**src/rtl/traffic_light_monitor_if.sv**
```systemverilog
// -----------------------------------------------------------------------------
// traffic_light_monitor_if
// Bundles the sampled controller pins and the monitor's decoded outputs.
//   master : drives lights/seg/err_clr, observes the monitor outputs
//   slave  : the monitor itself
// Signals:
//   lights[2:0]   {red,yellow,green} from the controller pins
//   seg[6:0]      7-segment pattern, bit0 = segment a
//   err_clr       single-cycle clear of the sticky error
//   phase[2:0]    decoded phase (0 UNSYNC .. 6 IDLE_BLINK)
//   digit[3:0]    decoded segment value 0-9, 4'hF when invalid
//   last_dur[7:0] length in cycles of the last completed phase
//   dur_stb       one-cycle pulse when last_dur updates
//   rounds[7:0]   completed RED->RED rounds, wrapping
//   err           sticky error flag
//   err_code[2:0] cause of the first error since clear
// -----------------------------------------------------------------------------
interface traffic_light_monitor_if;
  logic [2:0] lights;
  logic [6:0] seg;
  logic       err_clr;
  logic [2:0] phase;
  logic [3:0] digit;
  logic [7:0] last_dur;
  logic       dur_stb;
  logic [7:0] rounds;
  logic       err;
  logic [2:0] err_code;

  modport master (
    output lights, seg, err_clr,
    input  phase, digit, last_dur, dur_stb, rounds, err, err_code
  );

  modport slave (
    input  lights, seg, err_clr,
    output phase, digit, last_dur, dur_stb, rounds, err, err_code
  );
endinterface

```
**src/rtl/traffic_light_monitor.sv**
```systemverilog
// -----------------------------------------------------------------------------
// traffic_light_monitor
// Passive checker for a traffic-light controller. Samples the lamp pins and
// the countdown display every cycle, tracks the light sequence with an FSM,
// measures phase lengths, counts rounds and latches the first protocol error.
// All outputs are registered (one cycle after the sampled inputs).
//
// Ports:
//   clk  - single clock, rising edge
//   rst  - synchronous active-high reset
//   bus  - traffic_light_monitor_if.slave (see interface file for signals)
// Parameters:
//   MAX_PHASE - phase length in cycles that counts as a timeout
// Optional feature:
//   TLM_COUNTDOWN_CHECK_EN - when defined, the display must count down by one
//   each cycle while RED is held and show 0 outside RED (error code 4).
//
// Error codes: 1 illegal lamp combination, 2 illegal transition,
//              3 invalid segment pattern, 4 countdown violation, 5 timeout.
// -----------------------------------------------------------------------------
module traffic_light_monitor #(
  parameter int MAX_PHASE = 32
) (
  input  logic                    clk,
  input  logic                    rst,
  traffic_light_monitor_if.slave  bus
);

  // Encodings equal the phase numbers presented on bus.phase.
  typedef enum logic [2:0] {
    UNSYNC      = 3'd0,
    RED         = 3'd1,
    RED_YELLOW  = 3'd2,
    GREEN       = 3'd3,
    GREEN_BLINK = 3'd4,
    YELLOW      = 3'd5,
    IDLE_BLINK  = 3'd6
  } state_e;

  localparam logic [2:0] L_DARK = 3'd0;
  localparam logic [2:0] L_R    = 3'd1;
  localparam logic [2:0] L_RY   = 3'd2;
  localparam logic [2:0] L_G    = 3'd3;
  localparam logic [2:0] L_Y    = 3'd4;
  localparam logic [2:0] L_ILL  = 3'd7;

  localparam logic [7:0] MAX_CNT = 8'(MAX_PHASE);

  function automatic logic [2:0] decode_lights(input logic [2:0] l);
    case (l)
      3'b100:  decode_lights = L_R;
      3'b110:  decode_lights = L_RY;
      3'b001:  decode_lights = L_G;
      3'b010:  decode_lights = L_Y;
      3'b000:  decode_lights = L_DARK;
      default: decode_lights = L_ILL;
    endcase
  endfunction

  // Standard gfedcba patterns, bit0 = segment a.
  function automatic logic [3:0] decode_seg(input logic [6:0] s);
    case (s)
      7'b0111111: decode_seg = 4'd0;
      7'b0000110: decode_seg = 4'd1;
      7'b1011011: decode_seg = 4'd2;
      7'b1001111: decode_seg = 4'd3;
      7'b1100110: decode_seg = 4'd4;
      7'b1101101: decode_seg = 4'd5;
      7'b1111101: decode_seg = 4'd6;
      7'b0000111: decode_seg = 4'd7;
      7'b1111111: decode_seg = 4'd8;
      7'b1101111: decode_seg = 4'd9;
      default:    decode_seg = 4'hF;
    endcase
  endfunction

  function automatic logic [7:0] sat_inc(input logic [7:0] v);
    sat_inc = (v == 8'hFF) ? v : v + 8'd1;
  endfunction

  state_e     state_q, state_d;
  state_e     nom_state;
  logic [7:0] phase_cnt_q, phase_cnt_d;
  logic [3:0] digit_q, digit_d;
  logic [7:0] last_dur_q, last_dur_d;
  logic       dur_stb_q, dur_stb_d;
  logic [7:0] rounds_q, rounds_d;
  logic       err_q, err_d;
  logic [2:0] err_code_q, err_code_d;

  logic [2:0] lc;
  logic [3:0] dec_digit;
  logic       trans_ok;
  logic       timeout;
  logic       cd_bad;
  logic [2:0] cause;

  assign lc        = decode_lights(bus.lights);
  assign dec_digit = decode_seg(bus.seg);

  always_ff @(posedge clk) begin
    if (rst) begin
      state_q     <= UNSYNC;
      phase_cnt_q <= 8'd0;
      digit_q     <= 4'd0;
      last_dur_q  <= 8'd0;
      dur_stb_q   <= 1'b0;
      rounds_q    <= 8'd0;
      err_q       <= 1'b0;
      err_code_q  <= 3'd0;
    end else begin
      state_q     <= state_d;
      phase_cnt_q <= phase_cnt_d;
      digit_q     <= digit_d;
      last_dur_q  <= last_dur_d;
      dur_stb_q   <= dur_stb_d;
      rounds_q    <= rounds_d;
      err_q       <= err_d;
      err_code_q  <= err_code_d;
    end
  end

  // Nominal transition ignoring errors; trans_ok low marks an illegal move
  // out of a synced state. Illegal lamp codes are caught separately.
  always_comb begin
    nom_state = state_q;
    trans_ok  = 1'b1;
    case (state_q)
      UNSYNC: begin
        if (lc == L_R)                        nom_state = RED;
        else if (lc == L_DARK || lc == L_Y)   nom_state = IDLE_BLINK;
        else                                  nom_state = UNSYNC;
      end
      IDLE_BLINK: begin
        if (lc == L_DARK || lc == L_Y)        nom_state = IDLE_BLINK;
        else if (lc == L_R)                   nom_state = RED;
        else                                  trans_ok  = 1'b0;
      end
      RED: begin
        if (lc == L_R)                        nom_state = RED;
        else if (lc == L_RY)                  nom_state = RED_YELLOW;
        else                                  trans_ok  = 1'b0;
      end
      RED_YELLOW: begin
        if (lc == L_RY)                       nom_state = RED_YELLOW;
        else if (lc == L_G)                   nom_state = GREEN;
        else                                  trans_ok  = 1'b0;
      end
      GREEN: begin
        if (lc == L_G)                        nom_state = GREEN;
        else if (lc == L_DARK)                nom_state = GREEN_BLINK;
        else                                  trans_ok  = 1'b0;
      end
      GREEN_BLINK: begin
        if (lc == L_G || lc == L_DARK)        nom_state = GREEN_BLINK;
        else if (lc == L_Y)                   nom_state = YELLOW;
        else                                  trans_ok  = 1'b0;
      end
      YELLOW: begin
        if (lc == L_Y)                        nom_state = YELLOW;
        else if (lc == L_R)                   nom_state = RED;
        else                                  trans_ok  = 1'b0;
      end
      default: begin
        nom_state = UNSYNC;
      end
    endcase
  end

  // Error causes, next state and registered outputs.
  always_comb begin
    // Timeout fires on the edge where the count of a held timed phase
    // reaches the limit.
    timeout = (nom_state == state_q) &&
              (state_q inside {RED, RED_YELLOW, GREEN, GREEN_BLINK, YELLOW}) &&
              (sat_inc(phase_cnt_q) == MAX_CNT);

`ifdef TLM_COUNTDOWN_CHECK_EN
    // First RED cycle is free; afterwards each sample must be one less
    // than the previous display value. Outside RED the display reads 0.
    if (nom_state == RED)
      cd_bad = (state_q == RED) && (dec_digit != digit_q - 4'd1);
    else
      cd_bad = (dec_digit != 4'd0);
`else
    cd_bad = 1'b0;
`endif

    if (lc == L_ILL)            cause = 3'd1;
    else if (!trans_ok)         cause = 3'd2;
    else if (dec_digit == 4'hF) cause = 3'd3;
    else if (cd_bad)            cause = 3'd4;
    else if (timeout)           cause = 3'd5;
    else                        cause = 3'd0;

    state_d     = (cause != 3'd0) ? UNSYNC : nom_state;
    phase_cnt_d = (state_d == state_q) ? sat_inc(phase_cnt_q) : 8'd1;
    digit_d     = dec_digit;

    // Only clean exits from a timed phase publish a duration.
    last_dur_d = last_dur_q;
    dur_stb_d  = 1'b0;
    if ((cause == 3'd0) && (state_d != state_q) &&
        (state_q != UNSYNC) && (state_q != IDLE_BLINK)) begin
      last_dur_d = phase_cnt_q;
      dur_stb_d  = 1'b1;
    end

    rounds_d = rounds_q;
    if ((cause == 3'd0) && (state_q == YELLOW) && (state_d == RED))
      rounds_d = rounds_q + 8'd1;

    // A new error overrides a simultaneous clear; otherwise the first code
    // since the last clear is kept.
    err_d      = err_q;
    err_code_d = err_code_q;
    if (cause != 3'd0) begin
      err_d = 1'b1;
      if (!err_q || bus.err_clr)
        err_code_d = cause;
    end else if (bus.err_clr) begin
      err_d      = 1'b0;
      err_code_d = 3'd0;
    end
  end

  assign bus.phase    = state_q;
  assign bus.digit    = digit_q;
  assign bus.last_dur = last_dur_q;
  assign bus.dur_stb  = dur_stb_q;
  assign bus.rounds   = rounds_q;
  assign bus.err      = err_q;
  assign bus.err_code = err_code_q;

endmodule

```
**src/flat_wrapper.sv**
```systemverilog
// flat-port wrapper written by rule: the top's interface ports become plain ports
module traffic_light_monitor_flat 
#(
  parameter int MAX_PHASE = 32
)
  (clk, rst, bus_lights, bus_seg, bus_err_clr, bus_phase, bus_digit, bus_last_dur, bus_dur_stb, bus_rounds, bus_err, bus_err_code);
  traffic_light_monitor_if bus_i ();
  input  logic clk;
  input  logic rst;
  input wire logic [$bits(bus_i.lights)-1:0] bus_lights;
  input wire logic [$bits(bus_i.seg)-1:0] bus_seg;
  input wire logic [$bits(bus_i.err_clr)-1:0] bus_err_clr;
  output wire logic [$bits(bus_i.phase)-1:0] bus_phase;
  output wire logic [$bits(bus_i.digit)-1:0] bus_digit;
  output wire logic [$bits(bus_i.last_dur)-1:0] bus_last_dur;
  output wire logic [$bits(bus_i.dur_stb)-1:0] bus_dur_stb;
  output wire logic [$bits(bus_i.rounds)-1:0] bus_rounds;
  output wire logic [$bits(bus_i.err)-1:0] bus_err;
  output wire logic [$bits(bus_i.err_code)-1:0] bus_err_code;
  assign bus_i.lights = bus_lights;
  assign bus_i.seg = bus_seg;
  assign bus_i.err_clr = bus_err_clr;
  assign bus_phase = bus_i.phase;
  assign bus_digit = bus_i.digit;
  assign bus_last_dur = bus_i.last_dur;
  assign bus_dur_stb = bus_i.dur_stb;
  assign bus_rounds = bus_i.rounds;
  assign bus_err = bus_i.err;
  assign bus_err_code = bus_i.err_code;
  traffic_light_monitor #(.MAX_PHASE(MAX_PHASE)) u_core (.clk(clk), .rst(rst), .bus(bus_i));
endmodule
```
**config.mk**
```make
export PLATFORM = sky130hd
export DESIGN_NAME = traffic_light_monitor_flat
export DESIGN_NICKNAME = d
export VERILOG_FILES = /design/src/rtl/traffic_light_monitor_if.sv /design/src/rtl/traffic_light_monitor.sv /design/src/flat_wrapper.sv
export SDC_FILE = /design/constraint.sdc
export NUM_CORES = 1
export LEC_CHECK = 0
export ABC_CLOCK_PERIOD_IN_PS = 2050
export BUFFER_PORTS_ARGS = -buffer_cell sky130_fd_sc_hd__buf_2
export CAP_MARGIN = 10
export CORE_UTILIZATION = 52
export DETAILED_ROUTE_END_ITERATION = 7
export HOLD_SLACK_MARGIN = 0.06
export PLACE_DENSITY = 0.77
export SETUP_SLACK_MARGIN = 0.5
export SLEW_MARGIN = 5
export SYNTH_ARGS = -nofsm -noshare
export SYNTH_HDL_FRONTEND = slang
export SYNTH_SLANG_ARGS = --single-unit
```
**constraint.sdc**
```tcl
create_clock -name clk -period 2.05 [get_ports clk]
set_clock_uncertainty 0.15 [all_clocks]
set_input_delay 0.205 -clock clk [delete_from_list [all_inputs] [get_ports clk]]
set_output_delay 0.205 -clock clk [all_outputs]
set_load 0.005 [all_outputs]
```
==> results summary, run 1 <==
The flow ran to the end, but the final reports show violations. The checks that failed: DRC, setup timing. The aggregate global routing overflow came out at 0. The starting density of the core is 54.66%. The via count of the first global-routing pass is 3127.

The number of storage elements in the synthesis netlist came out at 36. The most used flip-flop cell after synthesis is sky130_fd_sc_hd__dfxtp_1. The accumulated negative setup slack is -9.033 ns. Setup slack on the worst reg-to-reg path comes out at -0.46 ns. The number of buffer cells added on primary ports is 40.

Measured against its own limit, the worst slew margin works out to 55.97%. The detailed placement HPWL came out at 4951 um. The fraction of met3 tracks used by global routing is 9.530%.

The total number of H-tree levels is 2. The fraction of final layout cells with drive strength greater than 1 came out at 48.42%. The residual DRC count is 29. The endpoint of the lowest-slack register-to-register path is u_core.bus.phase[1]. The largest incremental delay on the critical path came out at 0.39 ns.

The worst setup path is launched from a flip-flop. The average instance area after synthesis came out at 8.046 um2. The cell area after technology mapping is 0.002599 mm2. The worst endpoint required time came out at 2.08 ns.

The leakage power of the design came out at 0.001620 uW. The clock-pin slew on the worst setup and hold paths came out at 0.08 ns. The number of warnings printed during yosys synthesis came out at 0.

The routed wirelength normalized by instance count came out at 25.59 um. Setup repair after global routing could not meet its margin everywhere. The largest individual stage delay along the critical path comes from the cell sky130_fd_sc_hd__a2111oi_2. The combinational fraction of design power is 22.6%. The overall routed net length is 13100 um. The number of nets handed over by synthesis was 338. Along the worst path, the maximum fanout reaches 7. The power share of the sequential group came out at 41.0%.

The design internal power came out at 1250 uW. The clock latency at the later pin of the worst-skew pair is 0.31 ns. The detailed router's first-iteration violation count is 903.

The critical path goes through buf_12, nor3b_4, o21ai_4, buf_4, a31o_2, a211oi_4, o21ai_4, a2111oi_2. The cell sitting at the root of the clock tree is a sky130_fd_sc_hd__clkbuf_8. The number of stages on the worst hold path is 4. The clock passes through at most 2 buffers.

The depth of the most critical reg-to-reg path is 8. The tightest min-delay check is of the in -> reg type. The post-layout total power came out at 1797 uW. The synthesized instance count is 323. The nature of the critical path endpoint is a flip-flop. The worst-margin pin slew came out at 0.6565 ns. The die covers 0.005285 mm2.

The critical path class is reg -> reg. Of the total power, the share spent switching nets is 30.42%. Global routing consumed, on the met1 layer, 44.21% of the routing resources. The number of enable flip-flop cells after synthesis came out at 0. The first TritonRoute pass finished after 8 iterations. The post-layout net count came out at 458. The clock sink count is 36. TritonCTS built the clock tree.

The worst vdd rail ir drop is 0.6888 mV. After floorplanning, the core was divided into 25 placement rows. The horizontal die dimension is 72.70 um. The switching component of the power came out at 546.8 uW. The busiest layer in global routing is met2. The die height came out at 72.70 um.

The number of filler cells placed in the layout is 218. The number of buffers added by the clock tree synthesis step is 5. Static timing analysis puts the maximum clock frequency at 398.1 MHz. For this run, the number of standard cells in the final layout without fillers is 512.

The sequential area share after synthesis came out at 27.73%. The share of flip-flops with an asynchronous set or reset came out at 0%. In this run the most critical hold path is launched from bus_err_clr.

After layout, the worst path uses 122.5% of the clock period. The max-cap check violation count is 0. The global-route usage over all layers came out at 39.43%. The path with the worst hold slack has its endpoint at u_core.bus.err_code[2].

The global routing usage on met2 is 63.34%. The area growth from synthesis to final layout is 56.52%. The count of different cell masters after synthesis is 68.

The total I/O pin count came out at 41. The initial antenna violation count is 1. The number of cells in the design after placement came out at 471. The worst endpoint data arrival time is 2.54 ns. The critical path's most frequent cell is sky130_fd_sc_hd__o21ai_4.

The startpoint of the worst-slack reg-to-reg timing path is u_core.bus.phase[2]. Dividing total power by cell area gives a power density of 441.8 mW/mm2. Counting I/O delays and the setup requirement, the final critical path takes 2.512 ns. The core region is 0.004755 mm2. In the post-route analysis, the smallest setup slack over all paths is -0.4620 ns. Before CTS, the worst setup slack after placement is -0.2897 ns.

Entering global routing, the biggest net connects 32 pins. The count of final max-slew check failures is 0. The remaining antenna violation count after routing came out at 0.

The clock network power share is 36.4%. For this block, the via count after detailed routing is 3671. Using the TritonRoute via totals, the vias-per-cell ratio works out to 7.170. The final hold violation count came to 0. The congestion estimate from routability-driven global placement came to 0.8828. Setup violations remaining at the end of the flow were counted as 32. The wire length of the first global-routing pass is 15700 um.
[sequential cells by signal, summed over array words and instances (netlist names)]
name and flops:
u_core.bus.last_dur 8, u_core.bus.rounds 8, u_core.phase_cnt_q 8, u_core.bus.digit 4, u_core.bus.err_code 3, u_core.bus.phase 3, u_core.bus.dur_stb 1, u_core.bus.err 1
[cell usage after synthesis, types with 4 or more instances]
| cell type | number | area (um2) |
|---|---|---|
| sky130_fd_sc_hd__nand3_1 | 13 | 65.06 |
| sky130_fd_sc_hd__o21ai_0 | 19 | 95.09 |
| sky130_fd_sc_hd__dfxtp_1 | 36 | 720.7 |
| sky130_fd_sc_hd__nand2b_1 | 26 | 162.7 |
| sky130_fd_sc_hd__o211ai_1 | 6 | 45.04 |
| sky130_fd_sc_hd__nor3b_1 | 4 | 30.03 |
| sky130_fd_sc_hd__and3_1 | 4 | 25.02 |
| sky130_fd_sc_hd__mux2i_1 | 17 | 170.2 |
| sky130_fd_sc_hd__nand2_1 | 20 | 75.07 |
| sky130_fd_sc_hd__buf_2 | 5 | 25.02 |
| sky130_fd_sc_hd__a21oi_1 | 11 | 55.05 |
| sky130_fd_sc_hd__nand3b_1 | 6 | 45.04 |
| sky130_fd_sc_hd__clkbuf_1 | 11 | 41.29 |
| sky130_fd_sc_hd__nand4_1 | 4 | 25.02 |
| sky130_fd_sc_hd__mux2_2 | 8 | 90.09 |
| sky130_fd_sc_hd__nor4_1 | 4 | 25.02 |
| sky130_fd_sc_hd__nor2_1 | 25 | 93.84 |
| sky130_fd_sc_hd__nor2b_1 | 12 | 75.07 |
| sky130_fd_sc_hd__inv_1 | 8 | 30.03 |
| sky130_fd_sc_hd__nor3_1 | 17 | 85.08 |
[power by group through the flow]
stage,Clock [uW],Combinational (uW),Sequential (uW)
floorplan,0,163,748
global placement,0,264,747
detailed placement,0,271,748
CTS,629,310,728
global route,674,421,736
finish,654,406,737
[critical path, delay by kind of cell (launching register included)]
family	cells	cell delay (ns)
flip-flops	1	0.38
buffers and inverters	2	0.28
AO/OA/AOI/OAI	5	1.29
AND/OR/NAND/NOR	1	0.28
[area by class of cell]
type / count / area (um2) / share of cell area [%]
Multi-Input combinational cell: 258 / 2076 / 51.03
Tap cell: 67 / 83.83 / 2.061
Timing Repair Buffer: 134 / 1028 / 25.28
Inverter: 8 / 30.03 / 0.7382
Clock buffer: 6 / 72.57 / 1.784
Clock inverter: 2 / 35.03 / 0.8613
Sequential cell: 36 / 739.5 / 18.18
Antenna cell: 1 / 2.502 / 0.06152
[timing repair]
item                                    4_1_cts  5_1_grt
hold buffers                                  0        0
cloned                                        1        0
pin swaps                                    17       28
resized for setup                            47       41
endpoints found under the setup margin       32       35
setup buffers                                19       12
[per-stage QoR]
stage               instance area, um2  hold slack, ns  util, %
global route                      4065          0.1771    85.50
detailed placement                3311          0.3075    69.63
floorplan                         2674          0.2422        -
CTS                               3767          0.1057    79.24
global placement                  3311          0.3042    69.63
finish                            4068          0.1711    85.55
[cells by family (layout without fill, tap and decap cells)]
logic type / count (synthesis) / after routing / synth area share (%)
adders and majority gates: 2 / 2 / 0.9628
AOI/OAI and AO/OA: 73 / 74 / 21.52
buffers and inverters: 30 / 150 / 5.296
DFF: 36 / 36 / 27.73
xor gates and xnor gates: 4 / 4 / 1.348
other: 0 / 1 / 0
muxes: 25 / 25 / 10.01
and+or+nand+nor: 153 / 153 / 33.12
[routing by layer]
metal / vias to the layer above / part of all wire (%)
li1: 1420 / -
met1: 1624 / 34
met2: 446 / 42
met3: 181 / 13
met4: 0 / 11
met5: - / 0
[layout by cell type (no fill, tap or decap), types with 7 or more instances in the layout]
| cell | n |
|---|---|
| sky130_fd_sc_hd__a21oi_1 | 8 |
| sky130_fd_sc_hd__nor2b_1 | 11 |
| sky130_fd_sc_hd__buf_6 | 18 |
| sky130_fd_sc_hd__buf_2 | 38 |
| sky130_fd_sc_hd__nor2_1 | 21 |
| sky130_fd_sc_hd__nand3_1 | 12 |
| sky130_fd_sc_hd__o21ai_0 | 15 |
| sky130_fd_sc_hd__nor3_1 | 7 |
| sky130_fd_sc_hd__buf_4 | 74 |
| sky130_fd_sc_hd__nand2b_1 | 26 |
| sky130_fd_sc_hd__nor3_2 | 8 |
| sky130_fd_sc_hd__dfxtp_1 | 29 |
| sky130_fd_sc_hd__nand2_1 | 18 |
| sky130_fd_sc_hd__mux2i_1 | 17 |
| sky130_fd_sc_hd__inv_1 | 8 |
[worst max path at each step]
stage	endpoint	start	slack [ns]
2_1_floorplan	u_core.bus.rounds[7]	bus_seg[6]	-0.19
3_3_place_gp	u_core.bus.rounds[6]	bus_seg[5]	-0.18
3_5_place_dp	u_core.phase_cnt_q[3]	u_core.bus.phase[2]	-0.29
4_1_cts	u_core.bus.err_code[2]	u_core.phase_cnt_q[1]	-0.19
5_1_grt	u_core.bus.phase[0]	u_core.bus.phase[2]	-0.62
6_report	u_core.bus.phase[1]	u_core.bus.phase[2]	-0.46
Power figures use the tool's default switching activity.
==> run 2: changes to the inputs <==
--- a/config.mk
+++ b/config.mk
@@ -8,10 +8,12 @@
 export ABC_CLOCK_PERIOD_IN_PS = 2050
 export BUFFER_PORTS_ARGS = -buffer_cell sky130_fd_sc_hd__buf_2
 export CAP_MARGIN = 10
-export CORE_UTILIZATION = 52
+export CELL_PAD_IN_SITES_DETAIL_PLACEMENT = 2
+export CELL_PAD_IN_SITES_GLOBAL_PLACEMENT = 2
+export CORE_UTILIZATION = 30
 export DETAILED_ROUTE_END_ITERATION = 7
 export HOLD_SLACK_MARGIN = 0.06
-export PLACE_DENSITY = 0.77
+export PLACE_DENSITY_LB_ADDON = 0.1
 export SETUP_SLACK_MARGIN = 0.5
 export SLEW_MARGIN = 5
 export SYNTH_ARGS = -nofsm -noshare
==> results summary, run 2 (same netlist as run 1, synthesis figures left out) <==
The worst endpoint required time came to 2.13 ns (+0.05 ns). The maximum clock frequency is 398.0 MHz (about the same). The worst vdd rail ir drop is 0.2791 mV (-59%). The post-layout instance count excluding filler cells is 560 (+9.4%). The aggregate global routing overflow is 0 (unchanged). The worst-margin pin slew is 0.4977 ns (-0.1588 ns). The commonest non-fill, non-tap cell in the layout is sky130_fd_sc_hd__buf_4. The worst register-to-register path begins at u_core.bus.phase[1]. The path with the worst hold slack has its endpoint at u_core.bus.digit[0]. The count of final max-slew check failures was 0 (unchanged). The clock latency at the later pin of the worst-skew pair is 0.31 ns (about the same). The largest fanout on the critical path is 9 (+2).

The detailed placement HPWL was 7085 um (+43%). The die height is 95.07 um (+31%). The number of buffer cells added on primary ports came out at 40 (unchanged).

The max-slew headroom at the worst pin is 66.47% (+10 points). The number of buffers added by the clock tree synthesis step is 5 (unchanged). The path class of the tightest hold or removal check is in -> reg. The post-layout net count came out at 470 (+2.6%). The maximum buffer depth of the clock tree is 2 (unchanged). The worst register-to-register path ends at u_core.bus.err_code[2]. The number of diodes is 0 (-1). The flow ran to the end, but the final reports show violations. The worst endpoint data arrival time came out at 2.59 ns (+0.05 ns). Setup repair after global routing could not meet its margin everywhere. The clock-pin slew on the worst setup and hold paths was 0.09 ns (about the same).

The final reports fail on setup timing. The worst setup slack for register-to-register paths came to -0.46 ns (about the same). The worst setup margin came to -0.4623 ns (-0.0003220 ns). The total number of vias came to 3272 (-11%). The accumulated negative setup slack is -10.12 ns (-1.084 ns). The final weighted congestion in routability-driven placement came out at 0.8098 (-8.3%).

The total of endpoints with negative setup slack in the final report is 32 (unchanged). The area growth from synthesis to final layout is 64.13%. The share of the cycle needed by the critical path after routing came out at 122.6% (about the same).

In the layout the commonest cells are 80 x sky130_fd_sc_hd__buf_4, 38 x sky130_fd_sc_hd__buf_2, 30 x sky130_fd_sc_hd__dfxtp_1. The horizontal die dimension was 95.07 um (+31%). The total number of H-tree levels is 2 (unchanged). The total I/O pin count is 41 (unchanged). The ratio of routed vias to standard cells came to 5.843 (-19%). STA classifies the critical path endpoint as a flip-flop. The placeable core area came out at 0.008299 mm2 (+75%). The via count of the first global-routing pass came out at 3391 (+8.4%).

The startpoint identified for the worst hold timing path is bus_seg[4]. The post-layout total power is 1658 uW (-7.8%). The minimum hold slack came to 0.1651 ns (-0.005954 ns). The final period demand of the worst path came to 2.512 ns (+0.0003220 ns).

The number of cells in the design after placement is 519 (+10%). The global-route usage over all layers came out at 24.86% (-15 points). The number of filler cells placed in the layout came out at 871 (+300%). The tree is rooted in a sky130_fd_sc_hd__clkbuf_8.

The CTS tree is done. The wire length of the first global-routing pass is 17320 um (+10%). The fraction of final layout cells with drive strength greater than 1 came out at 48.35% (-0.072 points). The die outline area is 0.009038 mm2 (+71%).

The number of detailed-routing iterations run before antenna repair is 4 (-4). The final hold violation count came out at 0 (unchanged). The maximum number of pins on one net before global-route repair is 38 (+19%). The residual DRC count is 0 (-100%). The leakage power of the design is 0.001733 uW (+7.0%).

The utilization of the core after routing came out at 51.39% (-34 points). The max-cap check violation count is 0 (unchanged). The detailed router's first-iteration violation count is 93 (-90%). The starting density of the core came out at 31.31% (-23 points). The initial antenna violation count came out at 0 (-1). The overall routed net length was 14920 um (+14%).

The site row count was 33 (+32%). The critical path is of the reg -> reg type. The remaining antenna violation count after routing is 0 (unchanged). The number of stages on the worst hold path is 4 (unchanged). The depth of the most critical reg-to-reg path is 7 (-1). The power density over the cells is 388.7 mW/mm2 (-12%). The worst setup path is launched from a flip-flop.

The routed wirelength normalized by instance count came out at 26.65 um (+4.1%). The clock sink count was 36 (unchanged).
==> run 2: worst max-delay path, cell delays in order, from the launching register on <==
cell                       delay [ns]
sky130_fd_sc_hd__dfxtp_4         0.38
sky130_fd_sc_hd__buf_6           0.16
sky130_fd_sc_hd__o211ai_1        0.29
sky130_fd_sc_hd__o221ai_1        0.16
sky130_fd_sc_hd__a22oi_1         0.24
sky130_fd_sc_hd__nand4_1         0.27
sky130_fd_sc_hd__or4_1           0.61
sky130_fd_sc_hd__a21oi_1         0.16
==> run 2: how the worst max path moves through the flow <==
stage / startpoint / to / slack (ns)
finish: u_core.bus.phase[1] / u_core.bus.err_code[2] / -0.46
CTS: u_core.bus.phase[2] / u_core.bus.last_dur[0] / -0.23
global placement: u_core.bus.phase[2] / u_core.bus.last_dur[1] / -0.26
global route: u_core.phase_cnt_q[1] / u_core.bus.err_code[2] / -0.52
detailed placement: u_core.bus.phase[2] / u_core.bus.last_dur[0] / -0.32
floorplan: bus_seg[6] / u_core.bus.rounds[7] / -0.19
==> run 2: layout make-up <==
class | instances | area, um2 | area share, %
multi-input combinational | 258 | 2105 | 49.34
clock buffer | 6 | 72.57 | 1.701
inverter | 8 | 30.03 | 0.7040
sequential | 36 | 740.7 | 17.37
tap | 105 | 131.4 | 3.080
clock inverter | 1 | 5.005 | 0.1173
timing repair buffer | 146 | 1181 | 27.69
==> run 2: per-stage QoR <==
| stage | setup WS (ns) | area (um2) |
|---|---|---|
| detailed placement | -0.3167 | 3471 |
| floorplan | -0.1899 | 2674 |
| finish | -0.4623 | 4265 |
| CTS | -0.2294 | 3829 |
| global placement | -0.2568 | 3471 |
| global route | -0.5154 | 4265 |
==> run 2: power breakdown <==
part           internal, uW  total [uW]  switching (uW)
registers               713         732            18.7
clock network           232         527             295
logic                   176         399             223
total                  1120        1660             536
==> run 2: what timing repair did <==
item	4_1_cts	5_1_grt
setup endpoints to repair	32	33
pin swaps	25	27
buffers inserted	13	19
hold buffers	0	0
resized for setup	37	53
gates cloned	1	1
==> run 2: per-layer routing <==
metal / wire length, um / vias to the layer above / global-route usage [%] / share of wire (%)
li1: - / 1443 / - / -
met1: 6055 / 1668 / 29.45 / 41
met2: 7696 / 116 / 45.65 / 52
met3: 633 / 45 / 4.466 / 4.2
met4: 539 / 0 / 6.313 / 3.6
met5: 0 / - / 0 / 0
==> run 3: changes to the inputs <==
--- a/config.mk
+++ b/config.mk
@@ -10,6 +10,7 @@
 export CAP_MARGIN = 10
 export CELL_PAD_IN_SITES_DETAIL_PLACEMENT = 2
 export CELL_PAD_IN_SITES_GLOBAL_PLACEMENT = 2
+export CORE_MARGIN = 4
 export CORE_UTILIZATION = 30
 export DETAILED_ROUTE_END_ITERATION = 7
 export HOLD_SLACK_MARGIN = 0.06
==> results summary, run 3 (same netlist as run 1, synthesis figures left out) <==
The run finished, with violations left. The checks that failed: setup timing. The via count of the first global-routing pass came out at 3459 (+2.0%). The initial antenna violation count came out at 0 (unchanged). The clock sink count is 36 (unchanged). The post-layout net count was 472 (+0.43%). The total of endpoints with negative setup slack in the final report is 32 (unchanged). The library cell used most frequently in the layout, excluding fill and tap cells, is sky130_fd_sc_hd__buf_4. The sink of the worst hold path is u_core.bus.digit[0]. The worst register-to-register path begins at u_core.phase_cnt_q[7]. The fraction of final layout cells with drive strength greater than 1 came out at 49.78% (+1.4 points). The startpoint identified for the worst hold timing path is bus_seg[4].

On the critical path the largest part of the delay comes from compound AO/OA/AOI/OAI gates. The worst-margin pin slew came out at 0.6395 ns (+0.1417 ns). The area growth from synthesis to final layout is 62.35%. The hold buffer count at CTS is 0 (unchanged). The leakage power of the design came to 0.001700 uW (-1.9%). The wire length of the first global-routing pass was 19240 um (+11%). The clock latency at the later pin of the worst-skew pair came out at 0.30 ns (about the same). The power density over the cells came out at 428.4 mW/mm2 (+10%). Setup repair after global routing could not meet its margin everywhere.

The die outline area came out at 0.01022 mm2 (+13%). The number of buffers added by the clock tree synthesis step came out at 5 (unchanged). The worst setup path is of the reg -> reg kind. The worst endpoint required time is 2.10 ns (-0.03 ns). TritonCTS built the clock tree.

The starting density of the core is 31.16% (-0.16 points). The worst register-to-register path ends at u_core.phase_cnt_q[3]. The number of filler cells placed in the layout is 895 (+2.8%). The share of the cycle needed by the critical path after routing came to 119.8% (-2.7 points). The remaining antenna violation count after routing came out at 0 (unchanged). The site row count was 33 (unchanged). The number of stages on the worst hold path came out at 4 (unchanged).

The detailed placement HPWL is 7388 um (+4.3%). The worst endpoint data arrival time is 2.51 ns (-0.08 ns). The worst setup slack for register-to-register paths is -0.41 ns (+0.06 ns). The placeable core area is 0.008341 mm2 (+0.50%). The detailed router's first-iteration violation count is 135 (+45%). The number of cells in the design after placement was 526 (+1.3%). The number of detailed-routing iterations run before antenna repair is 4 (unchanged). The final period demand of the worst path came to 2.457 ns (-0.05546 ns). The largest incremental delay on the critical path came out at 0.50 ns (-0.11 ns). The number of buffer cells added on primary ports is 40 (unchanged). The aggregate global routing overflow came out at 0 (unchanged). The routed wirelength normalized by instance count was 26.27 um (-1.4%). The total number of vias came out at 3167 (-3.2%).

The depth of the most critical reg-to-reg path came out at 7 (unchanged). Traced cell by cell, the critical path runs through nand3_1, o211ai_1, a22oi_2, and4_4, a21oi_4, buf_12, mux2i_1. The tightest min-delay check is of the in -> reg type. The count of final max-slew check failures is 0 (unchanged). The largest fanout on the critical path was 6 (-3). The horizontal die dimension came out at 101.1 um (+6.3%). The residual DRC count is 0 (unchanged). The global-route usage over all layers came out at 24.15% (-0.71 points). The ratio of routed vias to standard cells came to 5.625 (-3.7%). The clock-pin slew on the worst setup and hold paths is 0.10 ns (about the same). The post-layout instance count excluding filler cells is 563 (+0.54%).

STA classifies the critical path endpoint as a flip-flop. The total number of H-tree levels is 2 (unchanged). The worst setup margin was -0.4069 ns (+0.05546 ns).

The final hold violation count is 0 (unchanged). The maximum clock frequency is 407.0 MHz (+2.3%). The number of diodes came out at 0 (unchanged). The overall routed net length came out at 14790 um (-0.89%). The die height is 101.1 um (+6.3%). The critical path startpoint category is a flip-flop. The max-cap check violation count is 0 (unchanged).

Leaving out fill and tap cells, the most frequent cells in the layout are 92 x sky130_fd_sc_hd__buf_4, 38 x sky130_fd_sc_hd__buf_2, 30 x sky130_fd_sc_hd__dfxtp_1. The slowest cell on the critical path is sky130_fd_sc_hd__dfxtp_1. The maximum buffer depth of the clock tree is 2 (unchanged). The total I/O pin count is 41 (unchanged). The maximum number of pins on one net before global-route repair is 36 (-5.3%). The worst vdd rail ir drop is 0.3553 mV (+27%).

The post-layout total power came to 1807 uW (+9.0%). The final weighted congestion in routability-driven placement came out at 0.8058 (-0.49%). The number of buffer and inverter instances along the worst setup path was 1 (unchanged). The root buffer cell chosen for the clock tree is sky130_fd_sc_hd__clkbuf_8. The max-slew headroom at the worst pin is 57.04% (-9.4 points).
-- run 3: metrics by stage --
stage	worst slack, ns	hold slack, ns	TNS [ns]	area, um2	util, %
5_1_grt	-0.4761	0.1401	-11.52	4219	50.59
3_3_place_gp	-0.2731	0.3075	-6.217	3498	41.94
4_1_cts	-0.2385	0.1159	-4.578	3910	46.88
2_1_floorplan	-0.1899	0.2422	-1.192	2674	-
3_5_place_dp	-0.3435	0.3141	-7.967	3498	41.94
6_report	-0.4069	0.1047	-8.738	4219	50.59
-- run 3: worst max-delay path by stage --
stage / from / endpoint / slack [ns] / cells after the start
6_report: u_core.phase_cnt_q[7] / u_core.phase_cnt_q[3] / -0.41 / 7
3_5_place_dp: u_core.bus.phase[2] / u_core.bus.last_dur[7] / -0.34 / 8
2_1_floorplan: bus_seg[6] / u_core.bus.rounds[7] / -0.19 / 8
5_1_grt: u_core.phase_cnt_q[7] / u_core.phase_cnt_q[6] / -0.48 / 7
3_3_place_gp: bus_seg[4] / u_core.bus.phase[1] / -0.27 / 8
4_1_cts: u_core.phase_cnt_q[0] / u_core.bus.err_code[2] / -0.24 / 8
-- run 3: cell type report --
class	instances	area, um2	area share, %
clock buffer	5	68.82	1.631
sequential	36	740.7	17.56
clock inverter	3	42.54	1.008
multi-input combinational	258	2083	49.38
tap	105	131.4	3.114
timing repair buffer	148	1122	26.60
inverter	8	30.03	0.7117
-- run 3: power by group --
| group | total [uW] | switching, uW | internal (uW) |
|---|---|---|---|
| Combinational | 409 | 226 | 183 |
| Sequential | 732 | 19.1 | 713 |
| Clock | 666 | 305 | 361 |
-- run 3: layer usage --
metal  vias up  part of all wire (%)  GRT usage [%]  wire (um)
li1       1447                     -              -          -
met1      1613                    42          29.80       6208
met2        81                    52          43.76       7671
met3        26                   3.4          3.737        510
met4         0                   2.7          5.521        401
met5         -                     0              0          0
-- run 3: worst reg2reg max path, stage by stage, from the launching register on --
cell and delay (ns):
sky130_fd_sc_hd__dfxtp_1 0.50, sky130_fd_sc_hd__nand3_1 0.27, sky130_fd_sc_hd__o211ai_1 0.48, sky130_fd_sc_hd__a22oi_2 0.18, sky130_fd_sc_hd__and4_4 0.26, sky130_fd_sc_hd__a21oi_4 0.15
sky130_fd_sc_hd__buf_12 0.14, sky130_fd_sc_hd__mux2i_1 0.24
-- run 3: repair_timing --
item | in CTS | in global routing
hold endpoints to repair | 0 | 0
pin swaps | 17 | 18
endpoints found under the setup margin | 33 | 33
cloned | 1 | 0
gates resized for setup | 49 | 38
buffers inserted | 14 | 14
